==> config.mk <==
export PLATFORM = sky130hd
export DESIGN_NAME = rf_sequencer
export DESIGN_NICKNAME = d
export VERILOG_FILES = /design/src/rtl/rf_sequencer.sv
export SDC_FILE = /design/constraint.sdc
export NUM_CORES = 1
export LEC_CHECK = 0
export BUFFER_PORTS_ARGS = -buffer_cell sky130_fd_sc_hd__buf_2
export CORE_UTILIZATION = 45
export CTS_CLUSTER_DIAMETER = 30
export CTS_CLUSTER_SIZE = 8
export DETAILED_ROUTE_END_ITERATION = 10
export PLACE_DENSITY_LB_ADDON = 0.05
export SKIP_CTS_REPAIR_TIMING = 1
export SLEW_MARGIN = 0
export SYNTH_ARGS = -nofsm -noshare
export SYNTH_HDL_FRONTEND = slang
export SYNTH_SLANG_ARGS = --single-unit
==> constraint.sdc <==
create_clock -name clk -period 4.6 [get_ports clk]
set_input_delay 0.23 -clock clk [delete_from_list [all_inputs] [get_ports clk]]
set_output_delay 0.23 -clock clk [all_outputs]
set_load 0.005 [all_outputs]
==> src/rtl/rf_sequencer.sv <==
// rf_sequencer: accepts register-to-register commands and sequences read, execute, write and response on an 8x16 2R1W register file.
// Optional RF_SEQ_FAST_LDI_EN: LDI skips READ/EXEC and goes straight from IDLE to WRITE.
module rf_sequencer #(
    parameter int DATA_W = 16,
    parameter int ADDR_W = 3
) (
    input  logic              clk,
    input  logic              reset,
    input  logic              cmd_valid,
    output logic              cmd_ready,
    input  logic [2:0]        cmd_op,
    input  logic [ADDR_W-1:0] cmd_dst,
    input  logic [ADDR_W-1:0] cmd_src_a,
    input  logic [ADDR_W-1:0] cmd_src_b,
    input  logic [DATA_W-1:0] cmd_imm,
    output logic [ADDR_W-1:0] rf_rd_addr_a,
    output logic [ADDR_W-1:0] rf_rd_addr_b,
    input  logic [DATA_W-1:0] rf_d_out_a,
    input  logic [DATA_W-1:0] rf_d_out_b,
    output logic              rf_wr,
    output logic [ADDR_W-1:0] rf_wr_addr,
    output logic [DATA_W-1:0] rf_d_in,
    output logic              rsp_valid,
    input  logic              rsp_ready,
    output logic [DATA_W-1:0] rsp_data,
    output logic              rsp_zero
);
    typedef enum logic [2:0] {IDLE, READ, EXEC, WRITE, RESP} state_t;

    localparam logic [2:0] OP_ADD = 3'd0;
    localparam logic [2:0] OP_SUB = 3'd1;
    localparam logic [2:0] OP_AND = 3'd2;
    localparam logic [2:0] OP_OR  = 3'd3;
    localparam logic [2:0] OP_XOR = 3'd4;
    localparam logic [2:0] OP_MOV = 3'd5;
    localparam logic [2:0] OP_LDI = 3'd6;
    localparam logic [2:0] OP_RD  = 3'd7;

    state_t              state_q, state_d;
    logic                init_q, init_d;
    logic [2:0]          op_q, op_d;
    logic [ADDR_W-1:0]   dst_q, dst_d;
    logic [ADDR_W-1:0]   src_a_q, src_a_d;
    logic [ADDR_W-1:0]   src_b_q, src_b_d;
    logic [DATA_W-1:0]   imm_q, imm_d;
    logic [DATA_W-1:0]   opa_q, opa_d;
    logic [DATA_W-1:0]   opb_q, opb_d;
    logic [DATA_W-1:0]   result_q, result_d;
    logic [ADDR_W-1:0]   wr_addr_q, wr_addr_d;
    logic [DATA_W-1:0]   d_in_q, d_in_d;
    logic [DATA_W-1:0]   alu;
    logic                accept;
    logic                fast_ldi;

`ifdef RF_SEQ_FAST_LDI_EN
    assign fast_ldi = (cmd_op == OP_LDI);
`else
    assign fast_ldi = 1'b0;
`endif

    assign accept = cmd_valid && cmd_ready;

    always_ff @(posedge clk or negedge reset) begin
        if (!reset) begin
            state_q <= IDLE;
        end else begin
            state_q <= state_d;
        end
    end

    always_comb begin
        state_d = state_q;
        case (state_q)
            IDLE:    if (accept) state_d = fast_ldi ? WRITE : READ;
            READ:    state_d = EXEC;
            EXEC:    state_d = (op_q == OP_RD) ? RESP : WRITE;
            WRITE:   state_d = RESP;
            RESP:    if (rsp_ready) state_d = IDLE;
            default: state_d = IDLE;
        endcase
    end

    // init_q holds cmd_ready low until the first edge after reset release
    always_comb begin
        cmd_ready = init_q && (state_q == IDLE);
        rf_wr     = (state_q == WRITE);
        rsp_valid = (state_q == RESP);
        rsp_zero  = (state_q == RESP) && (result_q == '0);
    end

    assign rf_rd_addr_a = src_a_q;
    assign rf_rd_addr_b = src_b_q;
    assign rf_wr_addr   = wr_addr_q;
    assign rf_d_in      = d_in_q;
    assign rsp_data     = result_q;

    always_comb begin
        alu = opa_q;
        case (op_q)
            OP_ADD:  alu = opa_q + opb_q;
            OP_SUB:  alu = opa_q - opb_q;
            OP_AND:  alu = opa_q & opb_q;
            OP_OR:   alu = opa_q | opb_q;
            OP_XOR:  alu = opa_q ^ opb_q;
            OP_MOV:  alu = opa_q;
            OP_LDI:  alu = imm_q;
            default: alu = opa_q;
        endcase
    end

    always_comb begin
        init_d    = 1'b1;
        op_d      = op_q;
        dst_d     = dst_q;
        src_a_d   = src_a_q;
        src_b_d   = src_b_q;
        imm_d     = imm_q;
        opa_d     = opa_q;
        opb_d     = opb_q;
        result_d  = result_q;
        wr_addr_d = wr_addr_q;
        d_in_d    = d_in_q;
        if (accept) begin
            op_d    = cmd_op;
            dst_d   = cmd_dst;
            src_a_d = cmd_src_a;
            src_b_d = cmd_src_b;
            imm_d   = cmd_imm;
        end
        if (accept && fast_ldi) begin
            result_d  = cmd_imm;
            wr_addr_d = cmd_dst;
            d_in_d    = cmd_imm;
        end
        if (state_q == READ) begin
            opa_d = rf_d_out_a;
            opb_d = rf_d_out_b;
        end
        // write port registers only change on entry to WRITE so they hold between writes
        if (state_q == EXEC) begin
            result_d = alu;
            if (op_q != OP_RD) begin
                wr_addr_d = dst_q;
                d_in_d    = alu;
            end
        end
    end

    always_ff @(posedge clk or negedge reset) begin
        if (!reset) begin
            init_q    <= 1'b0;
            op_q      <= '0;
            dst_q     <= '0;
            src_a_q   <= '0;
            src_b_q   <= '0;
            imm_q     <= '0;
            opa_q     <= '0;
            opb_q     <= '0;
            result_q  <= '0;
            wr_addr_q <= '0;
            d_in_q    <= '0;
        end else begin
            init_q    <= init_d;
            op_q      <= op_d;
            dst_q     <= dst_d;
            src_a_q   <= src_a_d;
            src_b_q   <= src_b_d;
            imm_q     <= imm_d;
            opa_q     <= opa_d;
            opb_q     <= opb_d;
            result_q  <= result_d;
            wr_addr_q <= wr_addr_d;
            d_in_q    <= d_in_d;
        end
    end
endmodule

==> impl_metrics.csv <==
group,metric,value,unit
clock_tree,clk_latency,0.36,ns
detailed_routing,drt_iter0_markers,274,
pwr,p_seq_share,26.7,%
worst_setup_path,critPathBufInv,1,
detailed_routing,first_pass_iters,5,
worst_setup_path,crit_path_end_kind,"flip-flop",
layout,stdcell_area,0.00703,mm²
timing,finalCritPeriodShare,74.4,%
pwr,p_per_area,909,mW/mm²
placed_design,io_buffers,108,
floorplanning,io_pins,109,
floorplanning,die_x,118,µm
detailed_routing,wl,15400,µm
synth,async_flop_share,100,%
pwr,swShare,46.9,%
synth,ys_warn_count,0,
synth,syn-num-nets,766,
job,drv_cap,0,
layout,num-fill-cells,1225,
clock_tree,cts_max_level,3,
clock_tree,cts-buffers-inserted,9,
global_routing,overflow,0,
timing,finalSetupViolCount,0,
timing,fin_tns_setup,0,ns
outcome,status,"finished, final reports clean",
synth,ys_ff_latch,99,
layout,final_cell_mix,"buf_2 (107), dfrtp_1 (99), nand2_1 (98), o21ai_0 (67)",
synth,synthCells,653,
worst_setup_path,crit_path_cell_trace,"buf_4, nor2_1, a31oi_1, xnor2_1, ha_1, a21o_1, a21oi_1, a21oi_1, a31oi_1, mux2_2, o21ai_1, o211ai_1",
clock_tree,cts_tree,"built",
clock_tree,cts.clk_slew.worst_paths,0.07,ns
worst_setup_path,start_kind,"flip-flop",
pwr,p_comb_share,61.2,%
pwr,clkPwrFrac,12.1,%
timing,whs,0.0757,ns
placed_design,dpl-instance-area,0.00672,mm²
timing,rsz0062_at_grt,"false",
worst_setup_path,critPathSlowestCell,"nor2_1",
synth,synthFlopType,"dfrtp_1",
floorplanning,rows,41,
timing,skew,0.00777,ns
floorplanning,initial_utilization,46.9,%
pwr,ir_drop,0.335,mV
detailed_routing,ant_nets,0,
placed_design,dp_hpwl,11700,µm
worst_setup_path,path_delay_family,"compound AO/OA/AOI/OAI gates",
layout,final_layout_size_suffix_gt1_share,23.3,%
floorplanning,coreArea,0.0129,mm²
min_path,hold_class,"in -> reg",
timing,worst_pin_slew,1.03,ns
clock_tree,cts-root-buf,"clkbuf_16",
layout,layout_commonest_cell,"buf_2",
worst_setup_path,worstPathArrival,3.64,ns
floorplanning,die_area,0.0139,mm²
layout,areaGrowthSynthToFinish,16.4,%
global_routing,grt_pass1_wl,25700,µm
timing,max_slew_margin,31.3,%
timing,layout_min_cycle_time,3.42,ns
worst_setup_path,required,4.82,ns
clock_tree,clkSinkCount,99,
timing,max_freq,292,MHz
layout,final_nets,862,
detailed_routing,drcViolationCount,0,
synth,synth-edff-count,0,
global_routing,grt_max_degree,66,
timing,hold_violations,0,
floorplanning,die_h,118,µm
worst_setup_path,max_stage_delay,0.49,ns
layout,n_antenna_cell,0,
global_routing,track_usage,23.5,%
pwr,leakage,3.33,nW
pwr,intPower,3.40,mW
synth,synth_area_per_cell,9.25,µm²
synth,synth_area,0.00604,mm²
timing,report.final.slew_viol_count,0,
detailed_routing,viasPerCell,5.39,
pwr,power.switching,3.00,mW
global_routing,grt_pass1_vias,4860,
synth,ys_seq_area_share,41.0,%
worst_setup_path,cp_max_fo,19,
synth,synth_cell_types,58,
detailed_routing,wl_per_cell,16.7,µm
global_routing,antenna_found_initial,0,
detailed_routing,dr_total_vias,4989,
clock_tree,clk_path_buf_depth,2,
placed_design,place.gp.congestion,0.920,
worst_setup_path,crit_type,"reg -> reg",
pwr,total_power,6.40,mW
==> layer usage <==
metal,track usage (%),routed length [µm],vias up
met5,0,0,-
met4,6.25,191,0
met3,3.92,700,17
met2,36.2,6760,145
met1,34.1,7770,2358
li1,-,-,2469
==> power groups by stage <==
stage | combinational [mW] | clock [mW] | sequential, mW
finish | 3.92 | 0.775 | 1.71
global route | 4.41 | 0.831 | 1.76
CTS | 3.91 | 0.793 | 1.70
detailed placement | 3.89 | 0 | 1.72
global placement | 3.82 | 0 | 1.71
floorplan | 2.90 | 0 | 1.61
==> state kept, by name (all words and copies together) (netlist names), 16 cells and up <==
signal,count
opa_q,16
rsp_data,16
rf_d_in,16
opb_q,16
imm_q,16
==> area by class of cell <==
type	instances	area, µm²	area share [%]
clock buffers	11	243	3.45
clock inverters	5	60.1	0.854
inverters	37	139	1.97
multi-input cells	485	3290	46.7
flip-flops and latches	99	2480	35.2
well taps	172	215	3.06
repair buffers	117	613	8.72
==> stage by stage <==
stage	util [%]	cells	setup slack [ns]
after CTS	54.6	925	1.20
after detailed placement	52.2	909	1.23
after floorplan	-	653	1.53
final	54.6	926	1.18
after global routing	54.6	926	0.876
after global placement	52.2	909	1.37
==> path summary, 6_finish.rpt <==
path / startpoint / end / slack (ns) / depth (start not counted)
max: op_q[1] / rf_d_in[14] / 1.18 / 12
min: rf_d_out_a[14] / opa_q[14] / 0.08 / 3
max reg2reg: op_q[1] / rf_d_in[14] / 1.18 / 12
min reg2reg: dst_q[0] / rf_wr_addr[0] / 0.47 / 2
max in group asynchronous: reset / opa_q[12] / 3.09 / 3
min in group asynchronous: reset / rf_d_in[0] / 0.45 / 2
==> Yosys cell counts, drive strengths merged (2+ instances only) <==
cell type,count,area [µm²]
dfrtp,99,2480
nand2,99,374
o21ai,70,350
nor2,49,191
ha,48,601
inv,37,139
mux2,36,405
a21oi,35,175
clkbuf,24,90.1
xnor2,19,166
nand2b,12,75.1
mux2i,11,110
a31oi,10,62.6
buf,8,52.6
nor2b,8,50.1
o31ai,8,60.1
a221oi,6,52.6
nor4,6,58.8
o211ai,6,45.0
a22o,5,43.8
o21a,5,37.5
xor2,5,43.8
a21o,4,30.0
o2bb2ai,4,35.0
a22oi,3,22.5
and2,3,18.8
nand3,3,20.0
o221ai,3,26.3
a211oi,2,15.0
nand4,2,12.5
nor3,2,10.0
nor3b,2,15.0
o21bai,2,15.0
o22ai,2,12.5
o41ai,2,25.0
==> worst min-delay path: cells and delay by family <==
| kind | cells | cell delay, ns |
|---|---|---|
| compound gates | 1 | 0.05 |
| buf+inv | 1 | 0.07 |
| simple gates | 1 | 0.03 |
==> cells by family (layout without fill, tap and decap cells) <==
kind of cell               after synthesis  in the layout  share of synthesized area [%]
other                                    1              1                         0.0621
AOI/OAI and AO/OA                      173            173                           17.6
buffers and inverters                   69            170                           4.66
xor gates and xnor gates                24             24                           3.48
and+or+nand+nor                        191            191                           14.4
muxes                                   47             47                           8.53
DFF                                     99             99                           41.0
adders and majority gates               49             49                           10.3
(Power assumes the default switching activity.)
